===== src/rtl/ibm_sms_timing_ring_if.sv =====
// Console-side bundle for the SMS timing-ring card: start/stop/step
// requests toward the card and the timing ring, status and cycle
// counter back to the console.
interface ibm_sms_timing_ring_if #(
   parameter int PHASES = 10,
   parameter int CW     = 16
);
   localparam int PW = $clog2(PHASES);

   logic              start;
   logic              stop;
   logic              step_mode;
   logic [PHASES-1:0] t;
   logic [PW-1:0]     phase;
   logic              running;
   logic              cycle_end;
   logic [CW-1:0]     cycle_count;

   modport master (
      output start, stop, step_mode,
      input  t, phase, running, cycle_end, cycle_count
   );

   modport slave (
      input  start, stop, step_mode,
      output t, phase, running, cycle_end, cycle_count
   );
endinterface


===== src/rtl/ibm_sms_timing_ring.sv =====
// SMS timing-ring card: divides the master clock into a one-hot ring of
// PHASES timing pulses, each DIVIDE clocks wide, under start/stop control
// that always lets the current memory cycle finish before halting.
// Optional feature macro: TAF_SINGLE_STEP_EN (honours step_mode; when
// undefined step_mode is accepted but has no effect).
module ibm_sms_timing_ring #(
   parameter int PHASES = 10,
   parameter int DIVIDE = 4,
   parameter int CW     = 16
) (
   input logic                  clk,
   input logic                  rst_n,
   ibm_sms_timing_ring_if.slave bus
);
   localparam int PW = $clog2(PHASES);
   localparam int DW = (DIVIDE > 1) ? $clog2(DIVIDE) : 1;
   localparam logic [PW-1:0] LAST_PHASE = PW'(PHASES - 1);
   localparam logic [DW-1:0] LAST_DIV   = DW'(DIVIDE - 1);

   typedef enum logic [1:0] {
      IDLE,
      RUN,
      STOPPING
   } stateType;

   stateType          state;
   stateType          stateNext;
   logic [DW-1:0]     divCount;
   logic [DW-1:0]     divNext;
   logic [PW-1:0]     phaseReg;
   logic [PW-1:0]     phaseNext;
   logic [PHASES-1:0] tReg;
   logic [PHASES-1:0] tNext;
   logic              runningReg;
   logic              cycleEndReg;
   logic              cycleEndNext;
   logic [CW-1:0]     cycleCount;
   logic              stepReq;
   logic              haltReq;
   logic              lastClock;

   // A single-step request behaves exactly like a stop request; without the
   // feature the port is tied off so it cannot influence the ring.
`ifdef TAF_SINGLE_STEP_EN
   assign stepReq = bus.step_mode;
`else
   logic unusedStepMode;
   assign unusedStepMode = bus.step_mode;
   assign stepReq        = 1'b0;
`endif

   assign haltReq   = bus.stop || stepReq;
   assign lastClock = (divCount == LAST_DIV) && (phaseReg == LAST_PHASE);

   // Next-state logic: the STOPPING state itself is the stop latch, so a
   // one-clock stop pulse is remembered until the cycle boundary, where the
   // ring drops to IDLE instead of wrapping to phase 0.
   always_comb begin
      stateNext = state;
      divNext   = divCount;
      phaseNext = phaseReg;
      unique case (state)
         IDLE: begin
            divNext   = '0;
            phaseNext = '0;
            if (bus.start) begin
               stateNext = haltReq ? STOPPING : RUN;
            end
         end
         RUN, STOPPING: begin
            if (divCount == LAST_DIV) begin
               divNext   = '0;
               phaseNext = (phaseReg == LAST_PHASE) ? '0 : phaseReg + PW'(1);
            end else begin
               divNext = divCount + DW'(1);
            end
            if (lastClock) begin
               stateNext = ((state == STOPPING) || haltReq) ? IDLE : RUN;
            end else if (haltReq) begin
               stateNext = STOPPING;
            end
         end
         default: begin
            stateNext = IDLE;
         end
      endcase
      tNext        = (stateNext == IDLE) ? '0 : (PHASES'(1) << phaseNext);
      cycleEndNext = (stateNext != IDLE) && (phaseNext == LAST_PHASE) &&
                     (divNext == LAST_DIV);
   end

   // FSM state register with synchronous active-low reset.
   always_ff @(posedge clk) begin
      if (!rst_n) begin
         state <= IDLE;
      end else begin
         state <= stateNext;
      end
   end

   // Registered divider, phase index and timing outputs so every output
   // changes only on the clock edge and t is built directly as one-hot.
   always_ff @(posedge clk) begin
      if (!rst_n) begin
         divCount    <= '0;
         phaseReg    <= '0;
         tReg        <= '0;
         runningReg  <= 1'b0;
         cycleEndReg <= 1'b0;
      end else begin
         divCount    <= divNext;
         phaseReg    <= phaseNext;
         tReg        <= tNext;
         runningReg  <= (stateNext != IDLE);
         cycleEndReg <= cycleEndNext;
      end
   end

   // Completed-cycle counter advances on the edge that ends a cycle_end clock.
   always_ff @(posedge clk) begin
      if (!rst_n) begin
         cycleCount <= '0;
      end else if (cycleEndReg) begin
         cycleCount <= cycleCount + CW'(1);
      end
   end

   assign bus.t           = tReg;
   assign bus.phase       = phaseReg;
   assign bus.running     = runningReg;
   assign bus.cycle_end   = cycleEndReg;
   assign bus.cycle_count = cycleCount;
endmodule


===== src/flat_wrapper.sv =====
// flat-port wrapper written by rule: the top's interface ports become plain ports
module ibm_sms_timing_ring_flat 
#(
   parameter int PHASES = 10,
   parameter int DIVIDE = 4,
   parameter int CW     = 16
)
  (clk, rst_n, bus_start, bus_stop, bus_step_mode, bus_t, bus_phase, bus_running, bus_cycle_end, bus_cycle_count);
  ibm_sms_timing_ring_if #(.PHASES(PHASES), .CW(CW)) bus_i ();
  input logic clk;
  input logic rst_n;
  input wire logic [$bits(bus_i.start)-1:0] bus_start;
  input wire logic [$bits(bus_i.stop)-1:0] bus_stop;
  input wire logic [$bits(bus_i.step_mode)-1:0] bus_step_mode;
  output wire logic [$bits(bus_i.t)-1:0] bus_t;
  output wire logic [$bits(bus_i.phase)-1:0] bus_phase;
  output wire logic [$bits(bus_i.running)-1:0] bus_running;
  output wire logic [$bits(bus_i.cycle_end)-1:0] bus_cycle_end;
  output wire logic [$bits(bus_i.cycle_count)-1:0] bus_cycle_count;
  assign bus_i.start = bus_start;
  assign bus_i.stop = bus_stop;
  assign bus_i.step_mode = bus_step_mode;
  assign bus_t = bus_i.t;
  assign bus_phase = bus_i.phase;
  assign bus_running = bus_i.running;
  assign bus_cycle_end = bus_i.cycle_end;
  assign bus_cycle_count = bus_i.cycle_count;
  ibm_sms_timing_ring #(.PHASES(PHASES), .DIVIDE(DIVIDE), .CW(CW)) u_core (.clk(clk), .rst_n(rst_n), .bus(bus_i));
endmodule

===== config.mk =====
export PLATFORM = sky130hd
export DESIGN_NAME = ibm_sms_timing_ring_flat
export DESIGN_NICKNAME = d
export VERILOG_FILES = /design/src/rtl/ibm_sms_timing_ring_if.sv /design/src/rtl/ibm_sms_timing_ring.sv /design/src/flat_wrapper.sv
export SDC_FILE = /design/constraint.sdc
export NUM_CORES = 1
export LEC_CHECK = 0
export CAP_MARGIN = 20
export CORE_ASPECT_RATIO = 0.75
export CORE_MARGIN = 2
export CORE_UTILIZATION = 54
export CTS_CLUSTER_SIZE = 14
export DETAILED_ROUTE_END_ITERATION = 8
export GPL_TIMING_DRIVEN = 0
export HOLD_SLACK_MARGIN = 0.15
export PLACE_DENSITY = 0.92
export SYNTH_ARGS = -nofsm -noshare
export SYNTH_HDL_FRONTEND = slang
export SYNTH_SLANG_ARGS = --single-unit

===== constraint.sdc =====
create_clock -name clk -period 3.5 [get_ports clk]
set_input_delay 0.35 -clock clk [delete_from_list [all_inputs] [get_ports clk]]
set_output_delay 0.35 -clock clk [all_outputs]
set_load 0.02 [all_outputs]

* After elaboration in Yosys (flattened, before gate mapping) *
Index checks and enable logic that the tools add are counted.

storage, ports and cells
  bits in registers = 36
  output and inout bits = 32

cells by class
  equal/unequal tests = 6
  muxes and demuxes = 11
  reductions and logical operators = 9
  shift-type cells = 1
  bitwise operators = 1
  add/sub/neg operators = 3

operator list
  cell                                              count
  adder 16 x 1 -> 16 bit, second input constant     1
  two-way mux 2 bit                                 5
  << shifter 1 x 4 -> 10 bit, first input constant  1
  == test 4 bit, second input constant              2
  two-way mux 4 bit                                 2
  one-hot mux 2 bit (2 select lines)                2
  one-hot mux 4 bit (2 select lines)                1
  == test 2 bit, second input constant              3
  adder 4 x 1 -> 4 bit, second input constant       1
  zero test 2 bit                                   2
  OR reduction 2 bit                                2
  logical AND 1 bit                                 3
  adder 2 x 1 -> 2 bit, second input constant       1
  == test 2 x 1 -> 1 bit, second input constant     1
  nonzero test 2 bit                                1
  logical OR 1 bit                                  1
  two-way mux 1 bit                                 1
  inverter 1 bit                                    1

* Longest topological paths before layout *
Gate-level depths: netlist of run 1.

  depth after elaboration = 8
  gate-level depth with buffers = 9
  mapped depth without buffers = 7

* Worst setup path after synthesis of run 1 *
Ideal clock, no wire load.

  path kind = register -> register
  start = register u_core.state[0]
  end = register u_core.tReg[6] (netlist: u_core.bus.t[6])
  period minus slack after synthesis = 1849 ps
  path buffers = 2
  data required time = 3412 ps
  cell stages (with the launch flop) = 9
  path slack = 1651 ps
  arrival time = 1761 ps
  cell sequence = dfxtp_1 > inv_1 > ha_1 > buf_6 > nand2_1 > o41ai_4 > nor2_2 > buf_6 > nor4_4

between the ends
  word-level cells in the longest chain between the ends = 7
  elaborated cells on any way between the ends = 14
  those cells by class = 2 x eq/ne; 1 x shift; 6 x mux; 5 x reduce/logical

RTL lines
  element                              RTL line                                              RTL
  start: declaration                   ibm_sms_timing_ring.sv:26                             stateType state;
  start signal: assignment             ibm_sms_timing_ring.sv:97                             state <= stateNext;
  == test 2 bit                        ibm_sms_timing_ring.sv:62, ibm_sms_timing_ring.sv:78
  logical OR 1 bit                     ibm_sms_timing_ring.sv:78                             stateNext = ((state == STOPPING) || haltReq) ? IDLE : RUN;
  two-way mux 1 bit                    ibm_sms_timing_ring.sv:78
  two-way mux 2 bit                    ibm_sms_timing_ring.sv:77                             if (lastClock) begin
  one-hot mux 2 bit (2 select lines)   ibm_sms_timing_ring.sv:62                             unique case (state)
  zero test 2 bit                      ibm_sms_timing_ring.sv:87                             tNext = (stateNext == IDLE) ? '0 : (PHASES'(1) << phaseNext);
  OR reduction 2 bit (no source line)  --
  end signal: assignment               ibm_sms_timing_ring.sv:113                            tReg <= tNext;
  end: declaration                     ibm_sms_timing_ring.sv:32                             logic [PHASES-1:0] tReg;

Several ways; a longest one is shown, not always the timed one.
A chain may end at the register's enable or synchronous reset.

* Worst setup path in the final report of run 1 *
  start = register u_core.state[0]
  end = register u_core.tReg[3] (netlist: u_core.bus.t[3])

The elaborated chain is that of the path after synthesis.

==> results of run 1 <==
path summary, 6_finish.rpt:
path	start	depth (start not counted)	end	slack, ns
min reg2reg	u_core.bus.cycle_count[15]$_SDFFE_PN0P_	2	u_core.bus.cycle_count[15]$_SDFFE_PN0P_	0.48
min	u_core.bus.cycle_count[15]$_SDFFE_PN0P_	2	u_core.bus.cycle_count[15]$_SDFFE_PN0P_	0.48
max reg2reg	u_core.state[0]$_SDFF_PN0_	7	u_core.bus.t[3]$_SDFF_PP0_	1.29
max	u_core.state[0]$_SDFF_PN0_	7	u_core.bus.t[3]$_SDFF_PP0_	1.29
critical path: stages (launching register included):
cell	delay [ns]
dfxtp_1	0.43
inv_1	0.09
ha_1	0.31
buf_6	0.14
nand2_1	0.25
nor3_1	0.09
a21oi_1	0.55
nor3b_2	0.27
registers in the layout, summed over array words and instances (netlist names):
name	count
u_core.bus.cycle_end	1
u_core.bus.running	1
u_core.bus.phase	4
u_core.bus.cycle_count	16
u_core.divCount	2
u_core.bus.t	10
u_core.state	2
cells in the mapped netlist, types with 4 or more instances:
| library cell | count |
|---|---|
| a21boi_0 | 4 |
| a21oi_1 | 8 |
| and2_1 | 13 |
| and2b_1 | 4 |
| dfxtp_1 | 36 |
| ha_1 | 5 |
| inv_1 | 6 |
| nand2_1 | 18 |
| nand3_1 | 6 |
| nand4_1 | 6 |
| nor2_1 | 9 |
| nor2b_1 | 5 |
| nor3_1 | 7 |
| o21ai_0 | 11 |
| or3_1 | 4 |
| xnor2_1 | 9 |
cell type report:
class                   instances  area [µm²]  share of cell area (%)
well taps                      38        47.5                    2.08
plain buffers                   7        55.1                    2.41
multi-input cells             143         955                    41.9
clock buffers                   7        96.3                    4.22
inverters                       7        26.3                    1.15
flip-flops and latches         36         721                    31.6
clock inverters                 1        30.0                    1.32
repair buffers                 35         350                    15.4
where the power goes:
| group | internal (W) | switching, W |
|---|---|---|
| Clock | 0.000251 | 0.000143 |
| Sequential | 0.000419 | 0.00000710 |
| Combinational | 0.0000519 | 0.0000670 |
through the flow:
| stage | instances | hold slack [ns] | instance area (µm²) | power, W |
|---|---|---|---|---|
| floorplan | 193 | 0.486 | 1760 | 0.000520 |
| global placement | 266 | 0.461 | 2150 | 0.000549 |
| detailed placement | 266 | 0.475 | 2150 | 0.000553 |
| CTS | 274 | 0.488 | 2280 | 0.000943 |
| global route | 274 | 0.515 | 2280 | 0.000970 |
| finish | 274 | 0.480 | 2280 | 0.000940 |
cells by family (layout without fill, tap and decap cells):
kind of cell / Yosys count / after routing / synth area share [%]
and+or+nand+nor: 88 / 88 / 29.5
AOI/OAI and AO/OA: 36 / 36 / 14.0
DFF: 36 / 36 / 41.0
buffers and inverters: 14 / 57 / 4.63
xor gates and xnor gates: 11 / 11 / 5.48
adders and majority gates: 5 / 5 / 3.56
muxes: 3 / 3 / 1.78
layer usage:
layer | track usage (%) | vias to the layer above | share of wire, %
met5 | 0 | - | 0
met4 | 7.69 | 0 | 0.91
met3 | 4.95 | 4 | 5.5
met2 | 36.5 | 49 | 45
met1 | 27.2 | 719 | 49
li1 | - | 756 | -
==> summary.txt, run 1 <==
Setup path
  – Worst EP required: 3.71 ns
  – CP Launch Type: flip-flop
  – CP Max Fanout: 10
  – Crit Path Class: flip-flop to flip-flop
  – Critical Path AT: 2.42 ns
  – Crit end category: flip-flop

Routing
  – Drt via density: 5.58
  – Final WL: ~3700 µm
  – Initial DRT Pass Iterations: 4
  – Average wire per cell in the routed design: 13.6 µm
  – Post-route DRC violation count: 0
  – DRT iter0 DRCs: 61
  – Final ANT Viol Nets: 0
  – Via count: 1528

STA
  – Final period util: a little over three fifths
  – Slew @ Worst Pin: 0.683 ns
  – Final hold vios: 0
  – RSZ-0062 raised after global routing: false
  – Rel. slew slack: around 54%
  – Total Neg Setup Slack: 0 ns
  – Final setup viols: 0
  – Final Max Tran Viols: 0
  – Min Tclk post-route: approximately 2.2 ns
  – Worst Skew: around 0.0032 ns
  – FMAX: ~450 MHz
  – Final worst slack: around 1.3 ns

Clock network
  – CTS H-tree lvls: 2
  – Post-CTS Hold Fix Bufs: 0
  – Clock insertion delay at the later pin of the skew report: around 0.28 ns
  – CTS clock-pin slew for the worst setup and hold paths: 0.07 ns
  – TritonCTS clock tree: done
  – CTS Buf Count: 5
  – Clock root cell: clkbuf_8
  – Post-cts gate resize count: 0
  – Postcts setup bufs: 0
  – Clock buffer depth: 2
  – CTS sink cnt: 36

Die
  – Die area: 3730 µm²
  – I/O pin count: 37
  – Site Rows: 17
  – Die width: 69.9 µm
  – Core Footprint: 3020 µm²
  – Chip height: 53.4 µm
  – Initial Utilization: 58.2%

Pwr
  – Cell Pwr Density: 412 nW/µm²
  – Worst VDD drop: around 0.00028 V
  – P_leak: 0.839 nW

Yosys
  – Synth Net Count: 203
  – Post-synthesis area per instance: 9.10 µm²
  – Synthesized area: around 1800 µm²
  – Register area share after synthesis: between 40% and 50%
  – Yosys reg bits: 36
  – Area contributors post-synth: dfxtp_1 41%, and2_1 4.6%, xnor2_1 4.5%, nand2_1 3.8%, ha_1 3.6%
  – Post-synth EDFFs: 0
  – Synth cell types: 45
  – Area leader, netlist: dfxtp_1
  – Share of the synthesized area in the top cell type: 41.0%
  – Cell count after synthesis: 193
  – Yosys warns: 0
  – FFs w/ async S/R, synth: 0%
  – Main synth FF type: dfxtp_1

Global route
  – First-pass GRT wire length: 6290 µm
  – Initial antenna violation count: 0
  – Vias in the first global route: approximately 1400
  – Largest net degree at the start of global routing: 12
  – GRT Util Overall: roughly 22%
  – Total grt overflow: 0

Final layout
  – Final #Nets: 245
  – Most frequent cells in the layout: 36 x dfxtp_1, 35 x clkdlybuf4s50_1, 18 x nand2_1
  – FILL cells: 240
  – Final Core Density: 75.5%
  – Area growth from synthesis to layout: 29.8%
  – Most common cell after layout, fill and taps aside: dfxtp_1
  – Layout cells sized above 1: 9.75%
  – # diodes: 0

Placement
  – DP Worst Slack: 1.34 ns
  – GPL Wtd Cong: 0.909
  – Post-DP HPWL: 2680 µm
  – I/O Buffers: 35

Job
  – Max-cap violations: 0

Hold path
  – Hold Crit Class: flip-flop to flip-flop

Outcome
  – Status: finished clean
(Power assumes the default switching activity.)
==> run 2, diff against run 1 <==
--- a/config.mk
+++ b/config.mk
@@ -8,12 +8,12 @@
 export CAP_MARGIN = 20
 export CORE_ASPECT_RATIO = 0.75
 export CORE_MARGIN = 2
-export CORE_UTILIZATION = 54
+export CORE_UTILIZATION = 50
 export CTS_CLUSTER_SIZE = 14
 export DETAILED_ROUTE_END_ITERATION = 8
 export GPL_TIMING_DRIVEN = 0
 export HOLD_SLACK_MARGIN = 0.15
-export PLACE_DENSITY = 0.92
+export PLACE_DENSITY = 0.87
 export SYNTH_ARGS = -nofsm -noshare
 export SYNTH_HDL_FRONTEND = slang
 export SYNTH_SLANG_ARGS = --single-unit
==> constraint.sdc (replaced) <==
create_clock -name clk -period 2.1 [get_ports clk]
set_input_delay 0.21 -clock clk [delete_from_list [all_inputs] [get_ports clk]]
set_output_delay 0.21 -clock clk [all_outputs]
set_load 0.02 [all_outputs]
==> summary.txt, run 2 (synthesis results as in run 1) <==
STA
  – FMAX: 517 MHz (+14%)
  – Hold WS: 0.482 ns (+0.00173 ns)
  – Final hold vios: 0 (unchanged)
  – Total Neg Setup Slack: 0 ns (unchanged)
  – Final period util: 92.0% (+29 points)
  – Worst Skew: 0.00482 ns (+0.00162 ns)
  – Final setup viols: 0 (unchanged)
  – Slew @ Worst Pin: 0.421 ns (-0.262 ns)
  – RSZ-0062 raised after global routing: false
  – Min Tclk post-route: 1.93 ns (-0.273 ns)
  – Rel. slew slack: 72.0% (+17 points)
  – Final Max Tran Viols: 0 (unchanged)

Die
  – Die area: 4010 µm² (+7.5%)
  – Die width: 72.4 µm (+3.7%)
  – Site Rows: 18 (+1)
  – Core Footprint: 3330 µm² (+10%)
  – Chip height: 55.3 µm (+3.6%)
  – Initial Utilization: 52.7% (-5.5 points)
  – I/O pin count: 37 (unchanged)

Routing
  – Final ANT Viol Nets: 0 (unchanged)
  – DRT iter0 DRCs: 63 (+3.3%)
  – Final WL: 3560 µm (-4.4%)
  – Drt via density: 5.41 (-2.9%)
  – Post-route DRC violation count: 0 (unchanged)
  – Initial DRT Pass Iterations: 4 (unchanged)
  – Via count: 1494 (-2.2%)
  – Average wire per cell in the routed design: 12.9 µm (-5.0%)

Clock network
  – CTS H-tree lvls: 2 (unchanged)
  – Post-CTS Hold Fix Bufs: 0 (unchanged)
  – CTS clock-pin slew for the worst setup and hold paths: 0.07 ns (about the same)
  – TritonCTS clock tree: done
  – Clock insertion delay at the later pin of the skew report: 0.29 ns (about the same)
  – Postcts setup bufs: 0 (unchanged)
  – CTS Buf Count: 5 (unchanged)
  – Clock root cell: clkbuf_8
  – Clock buffer depth: 2 (unchanged)
  – CTS sink cnt: 36 (unchanged)

Setup path
  – Crit-path leading delay family: simple AND/OR/NAND/NOR gates
  – R2r setup slk: 0.17 ns (-1.13 ns)
  – Worst path bufs/invs: 3 (+1)
  – Critical Path AT: 2.14 ns (-0.28 ns)
  – Worst EP required: 2.31 ns (-1.40 ns)
  – Crit Path Class: flip-flop to flip-flop
  – CP Cell Sequence: inv_1 > ha_1 > buf_6 > nand2_2 > o41ai_4 > nor2_2 > buf_6 > nor4_4
  – Crit path top cell by count: buf_6
  – Path depth of the worst reg2reg path: 8 (+1)
  – CP Launch Type: flip-flop
  – CP Max Fanout: 10 (unchanged)
  – Crit end category: flip-flop
  – Reg2Reg Capture Point: u_core.bus.t[6]$_SDFF_PP0_
  – Reg2Reg Launch Point: u_core.state[0]$_SDFF_PN0_
  – Slowest stage cell, crit path: dfxtp_2
  – Max stage delay on crit path: 0.38 ns (-0.17 ns)

Hold path
  – Hold path endpoint: u_core.bus.cycle_count[15]$_SDFFE_PN0P_
  – Hold Crit Class: flip-flop to flip-flop
  – Min-Delay Startpoint: u_core.bus.cycle_count[15]$_SDFFE_PN0P_
  – Worst Hold Depth: 2 (unchanged)

Pwr
  – Cell Pwr Density: 664 nW/µm² (+61%)
  – Worst VDD drop: 0.000447 V (+61%)
  – P_leak: 0.832 nW (-0.77%)

Global route
  – Total grt overflow: 0 (unchanged)
  – GRT Util Overall: 19.2% (-2.3 points)
  – Vias in the first global route: 1309 (-7.0%)
  – Initial antenna violation count: 0 (unchanged)
  – First-pass GRT wire length: 6030 µm (-4.2%)
  – Largest net degree at the start of global routing: 13 (+1)

Final layout
  – Fin area: 2280 µm² (unchanged)
  – Max reg flops: 16 (unchanged)
  – Final #Nets: 245 (unchanged)
  – Area growth from synthesis to layout: 29.8% (unchanged)
  – Layout cells sized above 1: 11.9% (+2.1 points)
  – # diodes: 0 (unchanged)
  – Most frequent cells in the layout: 35 x clkdlybuf4s50_1, 34 x dfxtp_1, 17 x nand2_1
  – Most common cell after layout, fill and taps aside: clkdlybuf4s50_1

Placement
  – GPL Wtd Cong: 0.886 (-2.5%)
  – I/O Buffers: 35 (unchanged)
  – Cell Area, Placed: 2160 µm² (+0.12%)
  – Post-DP HPWL: 2590 µm (-3.3%)

Outcome
  – Status: finished clean

Job
  – Max-cap violations: 0 (unchanged)
==> run 2: changes by cell type in the layout (fill, tap and decap cells not counted) <==
| cell | previous run | this run |
|---|---|---|
| o21ai_2 | 0 | 1 |
| nand2_1 | 18 | 17 |
| a21oi_1 | 8 | 7 |
| a21oi_2 | 1 | 2 |
| clkinv_2 | 0 | 1 |
| clkinvlp_4 | 0 | 1 |
| dfxtp_1 | 36 | 34 |
| dfxtp_2 | 0 | 2 |
| clkbuf_8 | 8 | 6 |
| nand2_2 | 0 | 1 |
| o21ai_0 | 11 | 10 |
==> run 2: worst max path at each step <==
stage | cells after the start | end | slack, ns | startpoint
CTS | 8 | u_core.bus.t[6]$_SDFF_PP0_ | 0.01 | u_core.state[0]$_SDFF_PN0_
detailed placement | 7 | u_core.bus.t[3]$_SDFF_PP0_ | -0.04 | u_core.state[0]$_SDFF_PN0_
floorplan | 8 | u_core.bus.t[6]$_SDFF_PP0_ | 0.25 | u_core.state[0]$_SDFF_PN0_
global placement | 7 | u_core.bus.t[3]$_SDFF_PP0_ | -0.03 | u_core.state[0]$_SDFF_PN0_
finish | 8 | u_core.bus.t[6]$_SDFF_PP0_ | 0.17 | u_core.state[0]$_SDFF_PN0_
global route | 9 | u_core.bus.t[6]$_SDFF_PP0_ | 0.03 | u_core.state[0]$_SDFF_PN0_
==> run 2: metal layers <==
layer  global-route usage, %  up-vias  wire length (µm)  share of wire (%)
met3                    5.66        7               247                6.9
met1                    26.0      667              1680                 47
li1                        -      759                 -                  -
met5                       0        -                 0                  0
met2                    28.0       61              1570                 44
met4                    8.73        0                65                1.8
==> run 2: through the flow <==
step | cells | total power [W] | utilization (%) | setup WS [ns]
3_5_place_dp | 268 | 0.000920 | 64.7 | -0.0425
2_1_floorplan | 193 | 0.000867 | - | 0.251
5_1_grt | 276 | 0.00158 | 68.4 | 0.0324
6_report | 276 | 0.00152 | 68.4 | 0.167
3_3_place_gp | 268 | 0.000916 | 64.7 | -0.0309
4_1_cts | 276 | 0.00152 | 68.2 | 0.0107
==> run 2: cell type report <==
cell class	instances	area, µm²
clock buffers	5	68.8
multi-input cells	143	965
clock inverters	3	42.5
repair buffers	35	350
flip-flops and latches	36	723
plain buffers	7	55.1
well taps	40	50.0
inverters	7	26.3
fillers	277	1050
==> run 2: worst min-delay path, stage by stage, from the launching register on <==
cell and delay [ns]:
dfxtp_1 0.32, nand2_1 0.06, mux2i_1 0.06
==> run 2: power breakdown <==
group          internal (W)  switching (W)
combinational     0.0000881       0.000112
clock              0.000351       0.000253
sequential         0.000700      0.0000113
total               0.00114       0.000377
==> run 2: repair_timing <==
action,4_1_cts,5_1_grt
gates resized for setup,1,5
pin swaps,0,0
setup endpoints to repair,1,7
